<file path="config.mk">
export PLATFORM = sky130hd
export DESIGN_NAME = data_mem_sw
export DESIGN_NICKNAME = d
export VERILOG_FILES = /design/src/rtl/data_mem_sw.sv
export SDC_FILE = /design/constraint.sdc
export NUM_CORES = 1
export LEC_CHECK = 0
export CORE_MARGIN = 1
export CORE_UTILIZATION = 45
export DETAILED_ROUTE_END_ITERATION = 6
export HOLD_SLACK_MARGIN = 0.03
export PLACE_DENSITY = 0.86
export SYNTH_ARGS = -nofsm -noshare
export SYNTH_HDL_FRONTEND = slang
export SYNTH_SLANG_ARGS = --single-unit
</file>
<file path="constraint.sdc">
create_clock -name Clk -period 2.4 [get_ports Clk]
set_clock_uncertainty 0.15 [all_clocks]
set_input_delay 0.72 -clock Clk [delete_from_list [all_inputs] [get_ports Clk]]
set_output_delay 0.72 -clock Clk [all_outputs]
set_load 0.02 [all_outputs]
</file>
<file path="src/rtl/data_mem_sw.sv">
// rtl/data_mem_sw.sv - store-side byte-lane aligner and data-memory write handshake
// Optional macro MISALIGNED_SPLIT_EN: word-crossing stores are written as two beats.
module data_mem_sw #(
   parameter int ADDR_WIDTH     = 32,
   parameter int TIMEOUT_CYCLES = 0
) (
   input  logic                  Clk,
   input  logic                  Reset_n,
   input  logic                  Store_Valid,
   output logic                  Store_Ready,
   input  logic [2:0]            Lw_Sw_OP,
   input  logic [ADDR_WIDTH-1:0] Store_Addr,
   input  logic [31:0]           Store_Data,
   output logic                  Mem_Req,
   input  logic                  Mem_Ack,
   output logic [ADDR_WIDTH-1:0] Mem_Addr,
   output logic [31:0]           Mem_Wdata,
   output logic [3:0]            Mem_Byte_En,
   output logic                  Store_Done,
   output logic                  Store_Err
);

   localparam logic [2:0] OP_SB = 3'b000;
   localparam logic [2:0] OP_SH = 3'b001;
   localparam logic [2:0] OP_SW = 3'b010;
   localparam int CW = (TIMEOUT_CYCLES < 2) ? 1 : $clog2(TIMEOUT_CYCLES);
   localparam logic [CW-1:0] TMO_LAST = CW'((TIMEOUT_CYCLES > 0) ? TIMEOUT_CYCLES - 1 : 0);

   typedef enum logic [1:0] {IDLE, BEAT0, BEAT1} state_t;

   state_t        state, state_nxt;
   logic [1:0]    offs;
   logic [31:0]   data_mask;
   logic [3:0]    en_base;
   logic          illegal;
   logic          reject;
   logic [31:0]   lane_data;
   logic [3:0]    lane_en;
   logic          second_beat;
   logic [CW-1:0] tmo_cnt;
   logic          timeout;
   logic          accept;

   always_comb begin
      offs      = Store_Addr[1:0];
      illegal   = 1'b0;
      data_mask = 32'hFFFF_FFFF;
      en_base   = 4'b1111;
      case (Lw_Sw_OP)
         OP_SB: begin
            data_mask = 32'h0000_00FF;
            en_base   = 4'b0001;
         end
         OP_SH: begin
            data_mask = 32'h0000_FFFF;
            en_base   = 4'b0011;
         end
         OP_SW: ;
         default: illegal = 1'b1;
      endcase
   end

`ifdef MISALIGNED_SPLIT_EN
   // 64-bit view: low word is beat 0, high word is the spill into the next word.
   logic [63:0] wide_data;
   logic [7:0]  wide_en;
   logic        split_q;
   logic [31:0] b1_wdata;
   logic [3:0]  b1_en;

   assign wide_data   = {32'b0, Store_Data & data_mask} << {offs, 3'b000};
   assign wide_en     = {4'b0, en_base} << offs;
   assign lane_data   = wide_data[31:0];
   assign lane_en     = wide_en[3:0];
   assign reject      = illegal;
   assign second_beat = split_q;

   always_ff @(posedge Clk or negedge Reset_n) begin
      if (!Reset_n) begin
         split_q  <= 1'b0;
         b1_wdata <= 32'b0;
         b1_en    <= 4'b0;
      end else if (accept && !reject) begin
         split_q  <= |wide_en[7:4];
         b1_wdata <= wide_data[63:32];
         b1_en    <= wide_en[7:4];
      end else if (state == BEAT0 && Mem_Ack) begin
         split_q  <= 1'b0;
      end
   end
`else
   logic misaligned;

   assign misaligned  = (Lw_Sw_OP == OP_SH && offs[0]) || (Lw_Sw_OP == OP_SW && offs != 2'b00);
   assign lane_data   = (Store_Data & data_mask) << {offs, 3'b000};
   assign lane_en     = en_base << offs;
   assign reject      = illegal | misaligned;
   assign second_beat = 1'b0;
`endif

   assign accept  = Store_Valid && Store_Ready;
   // Ack is checked before timeout wherever both are used, so ack wins a tie.
   assign timeout = (TIMEOUT_CYCLES != 0) && !Mem_Ack && (tmo_cnt == TMO_LAST);

   always_ff @(posedge Clk or negedge Reset_n) begin
      if (!Reset_n) state <= IDLE;
      else          state <= state_nxt;
   end

   always_comb begin
      state_nxt = state;
      case (state)
         IDLE:    if (accept && !reject) state_nxt = BEAT0;
         BEAT0: begin
            if (Mem_Ack)      state_nxt = second_beat ? BEAT1 : IDLE;
            else if (timeout) state_nxt = IDLE;
         end
         BEAT1:   if (Mem_Ack || timeout) state_nxt = IDLE;
         default: state_nxt = IDLE;
      endcase
   end

   always_comb begin
      Store_Ready = (state == IDLE);
      Mem_Req     = (state != IDLE);
   end

   always_ff @(posedge Clk or negedge Reset_n) begin
      if (!Reset_n) begin
         Mem_Addr    <= '0;
         Mem_Wdata   <= 32'b0;
         Mem_Byte_En <= 4'b0;
         Store_Done  <= 1'b0;
         Store_Err   <= 1'b0;
         tmo_cnt     <= '0;
      end else begin
         Store_Done <= 1'b0;
         Store_Err  <= 1'b0;
         case (state)
            IDLE: begin
               if (accept) begin
                  if (reject) begin
                     Store_Err <= 1'b1;
                  end else begin
                     Mem_Addr    <= {Store_Addr[ADDR_WIDTH-1:2], 2'b00};
                     Mem_Wdata   <= lane_data;
                     Mem_Byte_En <= lane_en;
                     tmo_cnt     <= '0;
                  end
               end
            end
            BEAT0: begin
               if (Mem_Ack) begin
                  if (second_beat) begin
`ifdef MISALIGNED_SPLIT_EN
                     Mem_Addr    <= Mem_Addr + ADDR_WIDTH'(4);
                     Mem_Wdata   <= b1_wdata;
                     Mem_Byte_En <= b1_en;
`endif
                     tmo_cnt     <= '0;
                  end else begin
                     Store_Done <= 1'b1;
                  end
               end else if (timeout) begin
                  Store_Err <= 1'b1;
               end else begin
                  tmo_cnt <= tmo_cnt + CW'(1);
               end
            end
            BEAT1: begin
               if (Mem_Ack)      Store_Done <= 1'b1;
               else if (timeout) Store_Err  <= 1'b1;
               else              tmo_cnt    <= tmo_cnt + CW'(1);
            end
            default: ;
         endcase
      end
   end

endmodule

</file>
# Word level (Yosys, flattened, before mapping)
# Index checks and enable logic that the tools add are counted.
[classes]
muxes = 11
n_reduce_logical = 14
eq_ne = 6
bitwise_logic = 3
shifts = 2
[ops]
columns = ["operator", "count"]
rows = [
  ["$pmux W32 S2", 1],
  ["$and A32 B32 Y32", 1],
  ["$shl A32 B5 Y32", 1],
  ["$pmux W4 S2", 1],
  ["$mux W1", 6],
  ["$logic_and A1 B1 Y1", 4],
  ["$mux W2", 2],
  ["$ne A2 B1 Y1 const B", 2],
  ["$pmux W2 S2", 1],
  ["$reduce_bool A2 Y1", 2],
  ["$shl A4 B2 Y4", 1],
  ["$eq A3 B1 Y1 const B", 1],
  ["$eq A3 B2 Y1 const B", 1],
  ["$logic_not A3 Y1", 1],
  ["$reduce_and A3 Y1", 1],
  ["$reduce_or A3 Y1", 1],
  ["$eq A2 B1 Y1 const B", 1],
  ["$eq A2 B2 Y1 const B", 1],
  ["$logic_not A2 Y1", 1],
  ["$reduce_and A2 Y1", 1],
  ["$reduce_or A2 Y1", 1],
  ["$logic_not A1 Y1", 1],
  ["$logic_or A1 B1 Y1", 1],
  ["$not A1 Y1", 1],
  ["$or A1 B1 Y1", 1],
]
[totals]
input_bits = 71
out_inout_bits = 72
reg_bits = 70

# Logic depth before layout (Yosys ltp)
# Gate-level depths: netlist (run 1).
[logic_depth]
word_depth = 8
depth_mapped = 7
mapped_depth_nobuf = 4

# Worst setup path after synthesis (run 1)
# No wires, ideal clock.
[synth_timing]
path_kind = "input -> register"
start = "in Store_Addr[0]"
end = "reg Mem_Byte_En[3]"
path_stages = 7
setup_time_ps = 81
setup_slack_ps = 545
required_time_ps = 2169
arrival_ps = 1624
path_buffers = 3
path_cell_list = "buf_6 > a21oi_2 > o21a_1 > buf_4 > buf_6 > nor2_1 > a31oi_2"
[synth_via]
elab_chain_len = 6
[synth_lines]
columns = ["item", "line_no", "rtl"]
rows = [
  ["start, declared", "12", "input logic [ADDR_WIDTH-1:0] Store_Addr,"],
  ["$reduce_bool A2 Y1", "94", "assign misaligned = (Lw_Sw_OP == OP_SH && offs[0]) || (Lw_Sw_OP == OP_SW && offs != 2'b00);"],
  ["$logic_and A1 B1 Y1", "94", ""],
  ["$logic_or A1 B1 Y1", "94", ""],
  ["$or A1 B1 Y1", "97", "assign reject = illegal | misaligned;"],
  ["$not A1 Y1 (no source line)", "-", ""],
  ["$reduce_and A3 Y1 (no source line)", "-", ""],
  ["end signal, assigned", "147", "Mem_Byte_En <= lane_en;"],
  ["end, declared", "18", "output logic [3:0] Mem_Byte_En,"],
]
# Several ways; a longest one is shown, not always the timed one.
# A chain may end at the register's enable or synchronous reset.

# Worst setup path in the final report (run 1)
[layout_timing]
start = "reg state[0]"
end = "out Store_Ready"
[layout_via]
elab_chain_len = 1
[layout_lines]
columns = ["item", "line_no", "rtl"]
rows = [
  ["start, declared", "31", "state_t state, state_nxt;"],
  ["start signal, assigned", "107", "else state <= state_nxt;"],
  ["$logic_not A2 Y1", "124", "Store_Ready = (state == IDLE);"],
  ["end, declared", "10", "output logic Store_Ready,"],
]
# Every way passes these cells.

==> impl_metrics.toml, run 1 <==
[run_status]
status = "complete, no violations"

[clock_tree]
cts_sinks = 69
cts_resized = 0
cts_tree = "built"
cts_buffers = 9
clockBufferDepth = 2
ctsHoldBuffers = 0
post_cts_buffers = 0
clk_pin_slew_ns = 0.07
clock_latency_ns = 0.34
h-tree-depth = 3
root_buffer = "clkbuf_8"

[timing]
setup_viol = 0
fin_crit_sh = 0.978
slew_violations = 0
hold_viol = 0
tns_ns = 0
timing.hold.ws_ns = 0.233
layout_setup_ws_ns = 0.0531
rsz0062_at_grt = "false"
fmax_mhz = 426
final.min_clock_period_ns = 2.35

[placed_design]
place_congestion = 0.927
placed_area_um2 = 4900
pre_cts_ws_ns = -0.125
dp.final_hpwl_mm = 7.05
port-buffer-count = 140
dp.cells = 600

[synthesis]
synth_ff_type = "dfrtp_1"
synth_top_area_frac = 0.529
synth_area_um2 = 3260
ys_async_sr_fraction = 1.00
synth-edff-count = 0
ys_seq_area_frac = 0.529
synth_most_common_cell = "nand2_1"
syn_inst = 358
yosysTopAreaCell = "dfrtp_1"
yosysWarnings = 0
avgSynthCellArea_um2 = 9.12
synth_area_leaders = "dfrtp_1 53%, nand2_1 14%, a21oi_1 5.4%, buf_4 3.2%, nor2_1 2.9%"
ys_ff_latch = 69
synthTopCellsByCount = "125 x nand2_1, 69 x dfrtp_1, 35 x a21oi_1"
yosysUniqueCellTypes = 37

[cells_and_area]
layout.cells.non_filler = 616
final_util = 0.736
fill_cells = 545
stdcell_area_um2 = 5080
nets = 586
insertedDiodeCount = 0
area_growth_syn_to_layout_pct = 55.7
drive_above_1_share = 0.119

[routing]
routed-via-count = 3131
drc = 0
dr.pass1.iters = 5
drt-initial-drc-count = 172
antenna_left = 0
wl_per_cell_um = 15.4
routed_wl_mm = 9.51
vias_per_cell = 5.08

[pwr]
power.density_nw_per_um2 = 755
p_leak_nw = 2.32
total_power_mw = 3.84
irDropWorstVdd_v = 0.000381

[worst_setup_path]
critical_path_class = "flip-flop to primary output"
end_kind = "primary output"
crit_required_ns = 1.53
cp-start-kind = "flip-flop"
worstPathArrival_ns = 1.48
critPathMaxFanout = 4

[global_routing]
grt_pass1_vias = 3097
grt_max_degree = 70
overflow = 0
grt_pass1_wl_mm = 15.0
antenna_found_initial = 0
grt_usage = 0.261

[floorplan]
start_util = 0.473
core_region_area_um2 = 6910
die_h_um = 87.2
die_area_um2 = 7600
die_w_um = 87.2
pin_count = 143
fp-row-count = 30

[run]
maxCapViolations = 0

[worst_hold_path]
hold_class = "primary input to asynchronous set/reset pin"
[kinds of logic (layout without fill, tap and decap cells)]
logic type | after synthesis | in the layout | synth area share
AO/OA/AOI/OAI | 88 | 88 | 0.179
AND/OR/NAND/NOR | 162 | 162 | 0.202
other | 1 | 2 | 0.00115
buffers and inverters | 29 | 190 | 0.0613
multiplexers | 9 | 9 | 0.0276
flip-flops | 69 | 69 | 0.529
[state kept, by name, summed over array words and instances (netlist names)]
register / flops
Store_Done: 1
Mem_Wdata: 32
Mem_Addr: 30
state: 1
Mem_Byte_En: 4
Store_Err: 1
[power breakdown]
| group | internal, mW | switching (mW) |
|---|---|---|
| Clock | 0.426 | 0.431 |
| Sequential | 1.41 | 0.141 |
| Combinational | 0.712 | 0.718 |
| Total | 2.55 | 1.29 |
[routing by layer]
layer	GRT usage	vias up	part of all wire
li1	-	1509	-
met1	0.331	1466	0.40
met2	0.435	143	0.49
met3	0.0616	13	0.090
met4	0.0954	0	0.016
met5	0	-	0
[cell type report]
| cell class | count | area, µm² | share of cell area |
|---|---|---|---|
| Sequential cell | 69 | 1730 | 0.340 |
| Timing Repair Buffer | 172 | 1710 | 0.336 |
| Multi-Input combinational cell | 261 | 1340 | 0.264 |
| Clock buffer | 12 | 155 | 0.0305 |
| Tap cell | 96 | 120 | 0.0236 |
| Clock inverter | 4 | 22.5 | 0.00443 |
| Inverter | 2 | 7.51 | 0.00148 |
[worst max-delay path, stage by stage (launching register included)]
cell and delay, ns:
dfrtp_1 0.42, inv_1 0.10, clkdlybuf4s50_1 0.61
[path summary, 6_finish.rpt]
| kind | startpoint | to | cells past startpoint | slack [ns] |
|---|---|---|---|---|
| min in group Clk | Mem_Byte_En[2] | Mem_Byte_En[2] | 2 | 0.32 |
| worst min register to register | Mem_Byte_En[2] | Mem_Byte_En[2] | 2 | 0.32 |
| worst min-delay path | Reset_n | Mem_Wdata[1] | 2 | 0.23 |
| worst max-delay path | state[0] | Store_Ready | 2 | 0.05 |
| worst max register to register | state[0] | Mem_Addr[6] | 5 | 0.78 |
| max in group asynchronous | Reset_n | Mem_Addr[6] | 2 | 1.54 |
[layout by cell type, fill, tap and decap left out, types with 7 or more instances in the layout]
cell type	netlist	final
o21ai_0	9	9
a211o_1	7	7
dfrtp_1	69	69
clkbuf_8	0	11
o21ai_1	8	8
nand2_1	125	125
and2_1	7	7
nor2_1	25	25
mux2i_1	9	9
o31ai_1	9	9
buf_4	14	26
clkdlybuf4s50_1	0	138
a21oi_1	35	35
No activity file was read; power rests on OpenSTA's default activity.
==> inputs of run 2 (changes only) <==
--- a/config.mk
+++ b/config.mk
@@ -5,7 +5,6 @@
 export SDC_FILE = /design/constraint.sdc
 export NUM_CORES = 1
 export LEC_CHECK = 0
-export CORE_MARGIN = 1
 export CORE_UTILIZATION = 45
 export DETAILED_ROUTE_END_ITERATION = 6
 export HOLD_SLACK_MARGIN = 0.03
==> results of run 2 <==
Same layout as run 1: the final DEF is identical, and so are final timing and power.
